[config.mk]
export PLATFORM = sky130hd
export DESIGN_NAME = forward_scoreboard_flat
export DESIGN_NICKNAME = d
export VERILOG_FILES = /design/src/rtl/forward_scoreboard_if.sv /design/src/rtl/forward_scoreboard.sv /design/src/flat_wrapper.sv
export SDC_FILE = /design/constraint.sdc
export NUM_CORES = 1
export LEC_CHECK = 0
export BUFFER_PORTS_ARGS = -buffer_cell sky130_fd_sc_hd__clkbuf_2
export CAP_MARGIN = 20
export CORE_ASPECT_RATIO = 1.75
export CORE_MARGIN = 2
export CORE_UTILIZATION = 54
export CTS_CLUSTER_SIZE = 8
export DETAILED_ROUTE_END_ITERATION = 12
export PLACE_DENSITY_LB_ADDON = 0.05
export SLEW_MARGIN = 20
export SYNTH_ARGS = -nofsm -noshare
export SYNTH_HDL_FRONTEND = slang
export SYNTH_SLANG_ARGS = --single-unit
[constraint.sdc]
create_clock -name CLK -period 2.6 [get_ports CLK]
set_input_delay 0 -clock CLK [delete_from_list [all_inputs] [get_ports CLK]]
set_output_delay 0 -clock CLK [all_outputs]
set_load 0.005 [all_outputs]
[src/rtl/forward_scoreboard_if.sv]
// forward_scoreboard_if: decode-side controls/operands into the scoreboard and forward/stall/counter results back
interface forward_scoreboard_if #(
    parameter int REG_W = 5,
    parameter int CNT_W = 16
);
    logic             advance;
    logic             flush;
    logic             id_valid;
    logic [REG_W-1:0] id_rs;
    logic [REG_W-1:0] id_rt;
    logic             id_use_rs;
    logic             id_use_rt;
    logic [REG_W-1:0] id_dest;
    logic             id_wen;
    logic             id_load;
    logic [2:0]       fwd_a;
    logic [2:0]       fwd_b;
    logic             stall;
    logic [CNT_W-1:0] stall_count;
    logic [CNT_W-1:0] fwd_count;
    modport master (
        output advance, flush, id_valid, id_rs, id_rt, id_use_rs, id_use_rt, id_dest, id_wen, id_load,
        input  fwd_a, fwd_b, stall, stall_count, fwd_count
    );
    modport slave (
        input  advance, flush, id_valid, id_rs, id_rt, id_use_rs, id_use_rt, id_dest, id_wen, id_load,
        output fwd_a, fwd_b, stall, stall_count, fwd_count
    );
endinterface

[src/rtl/forward_scoreboard.sv]
// forward_scoreboard: tracks in-flight destinations per stage, drives youngest-wins forward selects,
// load-use stall and saturating stall/forward counters
module forward_scoreboard #(
    parameter int REG_W      = 5,
    parameter int STAGES     = 3,
    parameter int LOAD_READY = 2,
    parameter int CNT_W      = 16
) (
    input logic              CLK,
    input logic              RST,
    forward_scoreboard_if.slave sb
);
    logic [STAGES:1]  v;
    logic [STAGES:1]  ld;
    logic [REG_W-1:0] dst [1:STAGES];
    logic             haz_a, haz_b, stall, fwd_ev;
    logic [2:0]       fa, fb;
    logic [CNT_W-1:0] stall_cnt, fwd_cnt;

    always_comb begin
        fa    = '0;
        fb    = '0;
        haz_a = 1'b0;
        haz_b = 1'b0;
        // oldest first, so the youngest match is the one left standing
        for (int k = STAGES; k >= 1; k--) begin
            if (v[k] && sb.id_use_rs && sb.id_rs != '0 && dst[k] == sb.id_rs) begin
                haz_a = ld[k] && (k < LOAD_READY);
                fa    = haz_a ? 3'd0 : 3'(k);
            end
            if (v[k] && sb.id_use_rt && sb.id_rt != '0 && dst[k] == sb.id_rt) begin
                haz_b = ld[k] && (k < LOAD_READY);
                fb    = haz_b ? 3'd0 : 3'(k);
            end
        end
    end

    assign stall          = sb.id_valid & ~sb.flush & (haz_a | haz_b);
    assign fwd_ev         = sb.id_valid & ~sb.flush & ~stall & (fa != '0 || fb != '0);
    assign sb.fwd_a       = fa;
    assign sb.fwd_b       = fb;
    assign sb.stall       = stall;
    assign sb.stall_count = stall_cnt;
    assign sb.fwd_count   = fwd_cnt;

    always_ff @(posedge CLK or posedge RST) begin
        if (RST) begin
            v         <= '0;
            ld        <= '0;
            for (int k = 1; k <= STAGES; k++) dst[k] <= '0;
            stall_cnt <= '0;
            fwd_cnt   <= '0;
        end else if (sb.advance) begin
            for (int k = 2; k <= STAGES; k++) begin
                v[k]   <= v[k-1];
                ld[k]  <= ld[k-1];
                dst[k] <= dst[k-1];
            end
            v[1]   <= sb.id_valid & sb.id_wen & ~stall & ~sb.flush;
            ld[1]  <= sb.id_load;
            dst[1] <= sb.id_dest;
            if (stall && stall_cnt != '1) stall_cnt <= stall_cnt + 1'b1;
            if (fwd_ev && fwd_cnt != '1) fwd_cnt <= fwd_cnt + 1'b1;
        end
    end
endmodule

[src/flat_wrapper.sv]
// flat-port wrapper written by rule: the top's interface ports become plain ports
module forward_scoreboard_flat 
#(
    parameter int REG_W      = 5,
    parameter int STAGES     = 3,
    parameter int LOAD_READY = 2,
    parameter int CNT_W      = 16
)
  (CLK, RST, sb_advance, sb_flush, sb_id_valid, sb_id_rs, sb_id_rt, sb_id_use_rs, sb_id_use_rt, sb_id_dest, sb_id_wen, sb_id_load, sb_fwd_a, sb_fwd_b, sb_stall, sb_stall_count, sb_fwd_count);
  forward_scoreboard_if #(.REG_W(REG_W), .CNT_W(CNT_W)) sb_i ();
  input logic CLK;
  input logic RST;
  input wire logic [$bits(sb_i.advance)-1:0] sb_advance;
  input wire logic [$bits(sb_i.flush)-1:0] sb_flush;
  input wire logic [$bits(sb_i.id_valid)-1:0] sb_id_valid;
  input wire logic [$bits(sb_i.id_rs)-1:0] sb_id_rs;
  input wire logic [$bits(sb_i.id_rt)-1:0] sb_id_rt;
  input wire logic [$bits(sb_i.id_use_rs)-1:0] sb_id_use_rs;
  input wire logic [$bits(sb_i.id_use_rt)-1:0] sb_id_use_rt;
  input wire logic [$bits(sb_i.id_dest)-1:0] sb_id_dest;
  input wire logic [$bits(sb_i.id_wen)-1:0] sb_id_wen;
  input wire logic [$bits(sb_i.id_load)-1:0] sb_id_load;
  output wire logic [$bits(sb_i.fwd_a)-1:0] sb_fwd_a;
  output wire logic [$bits(sb_i.fwd_b)-1:0] sb_fwd_b;
  output wire logic [$bits(sb_i.stall)-1:0] sb_stall;
  output wire logic [$bits(sb_i.stall_count)-1:0] sb_stall_count;
  output wire logic [$bits(sb_i.fwd_count)-1:0] sb_fwd_count;
  assign sb_i.advance = sb_advance;
  assign sb_i.flush = sb_flush;
  assign sb_i.id_valid = sb_id_valid;
  assign sb_i.id_rs = sb_id_rs;
  assign sb_i.id_rt = sb_id_rt;
  assign sb_i.id_use_rs = sb_id_use_rs;
  assign sb_i.id_use_rt = sb_id_use_rt;
  assign sb_i.id_dest = sb_id_dest;
  assign sb_i.id_wen = sb_id_wen;
  assign sb_i.id_load = sb_id_load;
  assign sb_fwd_a = sb_i.fwd_a;
  assign sb_fwd_b = sb_i.fwd_b;
  assign sb_stall = sb_i.stall;
  assign sb_stall_count = sb_i.stall_count;
  assign sb_fwd_count = sb_i.fwd_count;
  forward_scoreboard #(.REG_W(REG_W), .STAGES(STAGES), .LOAD_READY(LOAD_READY), .CNT_W(CNT_W)) u_core (.CLK(CLK), .RST(RST), .sb(sb_i));
endmodule
# Word level (Yosys, flattened, before mapping)
# Cells that the tools add are included.
# totals
reg_bits	51
input_bits	24
out_inout_bits	39
word_cells	63
# classes
add_sub_neg	2
eq_ne	8
mux	9
n_bitwise	10
reduce_logical	27
# ops
operator	n
$add 16x1->16 const B	2
$ne 16x16->1 const B	2
$eq 5x5->1	6
$logic_and 1x1->1	20
$mux 3	4
$reduce_bool 5->1	2
$and 1x1->1	7
$reduce_bool 3->1	2
$mux 2	2
$reduce_and 2->1	2
$mux 1	3
$not 1->1	2
$logic_or 1x1->1	1
$or 1x1->1	1

# Logic depth before layout (Yosys ltp)
# logic_depth
ltp_word	11
ltp_mapped	8
depth_no_buf	7

# Worst setup path after synthesis
# No wires, ideal clock.
# synth_path
path_type	reg-to-reg
startpoint	reg u_core.stall_cnt[5] (netlist: u_core.sb.stall_count[5])
endpoint	reg u_core.stall_cnt[15] (netlist: u_core.sb.stall_count[15])
setup_ns	0.123
t_arrival_ns	1.996
required_ns	2.477
slack_ns	0.481
path_stages_with_launch	8
n_path_buf	0
period_less_slack_ns	2.119
cell_sequence	dfrtp_1 > and4_1 > and3_1 > and3_1 > and3_4 > a2111oi_4 > nand4_1 > xnor2_1
# synth_between
elab_chain_cells	3
word_cells_on_any_way	4
classes_between	add/sub (1); eq/ne (1); reduce/logical (2)
# synth_lines
item	line_no	rtl
start: declaration	forward_scoreboard.sv:18	logic [CNT_W-1:0] stall_cnt, fwd_cnt;
start signal: assignment	forward_scoreboard.sv:62	if (stall && stall_cnt != '1) stall_cnt <= stall_cnt + 1'b1;
branches (longest 3 deep; another with $add 16x1->16)	-	
# Several ways; the timed one is not identified.
# A chain may end at the register's enable or synchronous reset.

# Final worst setup path
# layout_path
startpoint	reg u_core.dst[7] (netlist bit)
endpoint	reg u_core.fwd_cnt[1] (netlist: u_core.sb.fwd_count[1])
# layout_between
elab_chain_cells	9
word_cells_on_any_way	14
classes_between	eq/ne (2); mux (4); bitwise (1); reduce/logical (7)
# layout_lines
item	line_no	rtl
start: declaration	forward_scoreboard.sv:15	logic [REG_W-1:0] dst [1:STAGES];
start signal: indexed assignment	forward_scoreboard.sv:57	dst[k] <= dst[k-1];
$eq 5x5->1, on equally long branches	forward_scoreboard.sv:27, forward_scoreboard.sv:31	
$logic_and 1x1->1, on equally long branches	forward_scoreboard.sv:27, forward_scoreboard.sv:31	
$mux 3, on equally long branches (2 in a row)	forward_scoreboard.sv:27, forward_scoreboard.sv:31	
$reduce_bool 3->1	forward_scoreboard.sv:39	assign fwd_ev = sb.id_valid & ~sb.flush & ~stall & (fa != '0 || fb != '0);
$logic_or 1x1->1 *	forward_scoreboard.sv:39	
$and 1x1->1 *	forward_scoreboard.sv:39	
$logic_and 1x1->1 *	forward_scoreboard.sv:63	if (fwd_ev && fwd_cnt != '1) fwd_cnt <= fwd_cnt + 1'b1;
$reduce_and 2->1 (no source line) *	-	
end signal: assignment	forward_scoreboard.sv:63	
end: declaration	forward_scoreboard.sv:18	
# Mark *: on every way between the ends. The rest lies on a longest branch, timed or not.

==> summary.md <==
| Metric | Value |
|---|---|
| Status | `finished clean` |
| Clk pin slew, worst setup/hold paths | `0.09 ns` |
| FF+latch area | `1280 sq um` |
| Skew-Pair Late Insertion Delay | `0.30 ns` |
| Req. time, crit path | `2.79 ns` |
| Post-synthesis sequential area ratio | `0.471` |
| Initial core utilization | `0.554` |
| Max Root-Sink Buffers | `2` |
| EDFF count, synth | `0` |
| Leak Pwr | `1.46 nW` |
| DIE AREA | `5620 sq um` |
| CTS Buf Count | `5` |
| IO Count | `63` |
| Max Clk Rate | `413 MHz` |
| Multi-input gate area | `1390 sq um` |
| Std-Cell Core Area | `4890 sq um` |
| Placed cell count | `346` |
| Fin area | `3210 sq um` |
| First-iteration detailed-routing DRC count | `67` |
| CP Data Arrival Time | `2.61 ns` |
| Detailed-route wire length | `5740 um` |
| First-pass GRT wire length | `9290 um` |
| Layout net count | `333` |
| Type of the worst min-delay path | `primary input to primary output` |
| Setup slack after layout | `0.181 ns` |
| Pre-CTS WS | `0.179 ns` |
| P per Cell Area | `483 nW/um^2` |
| Finished Layout Cells | `362` |
| Crit path time final | `2.42 ns` |
| Clock network power share | `0.282` |
| # setup viols final | `0` |
| TNS Setup | `0 ns` |
| WHS | `0.223 ns` |
| Seq pwr share | `0.576` |
| Post-Syn Area | `2710 sq um` |
| CTS tree | `yes` |
| Fin. Hold Viols | `0` |
| DIE HEIGHT | `97.7 um` |
| Post-CTS Setup Bufs | `0` |
| Fillers | `440` |
| Detail Placement HPWL | `4310 um` |
| GRT Total Usage | `0.215` |
| Post-synth top area cell | `dfrtp_1` |
| RSZ-0062 raised after global routing | `false` |
| Sw frac | `0.265` |
| Layout area overhead | `18.6%` |
| Worst Skew | `0.00564 ns` |
| Internal power | `1.14 mW` |
| Max-cap violation count | `0` |
| Logic pwr share | `0.142` |
| H-tree levels | `2` |
| Root Buffer | `clkbuf_8` |
| Row cnt | `34` |
| Yosys cell types | `37` |
| Post-Synthesis Cells | `236` |
| Hold Startpoint | `sb_flush` |
| WS Path Type | `flip-flop to flip-flop` |
| Max IR drop VDD | `0.498 mV` |
| CP max FO | `16` |
| Vias in the first global route | `2,001` |
| Worst R2R Start | `u_core.dst[7]$_DFFE_PP0P_` |
| Pre-Repair DR Iteration Count | `4` |
| Tightest Pin Transition | `0.862 ns` |
| CTS sink count | `51` |
| Largest net degree at the start of global routing | `52` |
| Vias | `2,033` |
| Post-synth top area share | `0.471` |
| Share of post-route cells with drive strength above 1 | `0.321` |
| Period Utilization, post-route | `0.930` |
| DRC | `0` |
| Setup crit end kind | `flip-flop` |
| RD Place Congestion | `0.872` |
| Top post-synthesis cells by count | `dfrtp_1, xnor2_1, mux2_2, xor2_1` |
| Post-placement cell area | `3040 sq um` |
| R2R setup slack | `0.18 ns` |
| Antenna violations before repair | `0` |
| Asr flop ratio synth | `1.00` |
| Synth warn | `0` |
| Most used DFF post-synth | `dfrtp_1` |
| Dominant cells by area after synthesis | `dfrtp_1, xnor2_1, mux2_2` |
| Synthesized flop and latch total | `51` |
| # diodes | `0` |
| Cell with the most instances after synthesis | `dfrtp_1` |
| Gr ovfl total | `0` |
| Switching pwr | `0.411 mW` |
| Drt wl/cell | `15.9 um` |
| # port buffers | `60` |
| Startpoint type of the worst setup path | `flip-flop` |
| Syn avg cell area | `11.5 sq um` |
| Slew HR | `0.424` |
| Max Slew Vio Count | `0` |
| Via/cell ratio | `5.62` |
| Antenna viol nets, final | `0` |
| Source of the critical timing path | `u_core.dst[7]$_DFFE_PP0P_` |
| Die Width | `57.5 um` |
power groups by stage:
stage / combinational, mW / sequential, mW / clock (mW)
after floorplan: 0.149 / 0.894 / 0
after global placement: 0.207 / 0.908 / 0
after detailed placement: 0.211 / 0.910 / 0
after CTS: 0.221 / 0.894 / 0.459
after global routing: 0.246 / 0.900 / 0.475
final: 0.220 / 0.893 / 0.437
metrics by stage:
stage / power, mW / utilization
2_1_floorplan: 1.04 / -
3_3_place_gp: 1.12 / 0.622
3_5_place_dp: 1.12 / 0.622
4_1_cts: 1.57 / 0.655
5_1_grt: 1.62 / 0.657
6_report: 1.55 / 0.657
state kept, by name, indices dropped and copies added, names as in the netlist:
name and count:
u_core.dst 15, u_core.ld 1, u_core.sb.fwd_count 16, u_core.sb.stall_count 16, u_core.v 3
cell type report:
| class | count | area share |
|---|---|---|
| clock inverter | 1 | 0.00156 |
| multi-input combinational | 176 | 0.432 |
| timing repair buffer | 68 | 0.118 |
| sequential | 51 | 0.397 |
| clock buffer | 7 | 0.0238 |
| tap | 54 | 0.0210 |
| inverter | 5 | 0.00623 |
cell families (layout without fill, tap and decap cells):
family          Yosys count  in the layout  share of synthesized area
compound gates           16             16                     0.0734
xor+xnor                 60             60                      0.194
fa+ha+maj                 2              2                    0.00924
buf+inv                  10             81                     0.0208
flops                    51             51                      0.471
mux                      19             19                     0.0790
other cells               1              2                    0.00138
simple gates             77             77                      0.151
per-layer routing:
layer / vias up / global-route usage / part of all wire / wire length, um
met2: 48 / 0.377 / 0.55 / 3180
met5: - / 0 / 0 / 0
li1: 962 / - / - / -
met3: 9 / 0.0320 / 0.038 / 217
met1: 1014 / 0.255 / 0.38 / 2200
met4: 0 / 0.0841 / 0.025 / 141
critical path: stages, from the launching register on:
cell	delay, ns
dfrtp_1	0.45
xor2_1	0.19
nor4_1	0.60
and3_1	0.28
o21a_4	0.15
o311a_4	0.30
mux2_2	0.35
worst paths after layout:
path | to | cells past startpoint
setup / recovery | u_core.sb.fwd_count[1]$_DFFE_PP0P_ | 6
hold / removal | sb_stall | 3
setup reg to reg | u_core.sb.fwd_count[1]$_DFFE_PP0P_ | 6
hold reg to reg | u_core.sb.fwd_count[9]$_DFFE_PP0P_ | 1
max in group asynchronous | u_core.v[1]$_DFFE_PP0P_ | 3
min in group asynchronous | u_core.sb.fwd_count[0]$_DFFE_PP0P_ | 3
what timing repair did:
action                                  CTS  global route
hold endpoints to repair                 58             0
endpoints found under the setup margin    0             2
resized for setup                         0             1
hold buffers                              8             0
layout by cell type, fill, tap and decap left out, types with 2 or more instances in the layout:
cell type,netlist,layout
clkinv_2,0,2
or4_1,2,2
nand4_1,10,10
xnor2_1,41,41
nor3_1,2,2
dfrtp_1,51,51
clkbuf_8,0,5
nor2_1,8,8
inv_1,5,4
o21ai_2,2,2
dlygate4sd3_1,0,8
nand3_1,17,17
clkbuf_1,2,2
and3_1,8,8
conb_1,1,2
nor4_1,6,5
clkbuf_2,0,60
a2111oi_4,2,2
nor3b_1,2,2
nand2_1,17,17
mux2_2,19,19
xor2_1,19,19
ha_1,2,2
o21ai_0,2,2
Note: power is estimated with default switching activity, not from simulation.
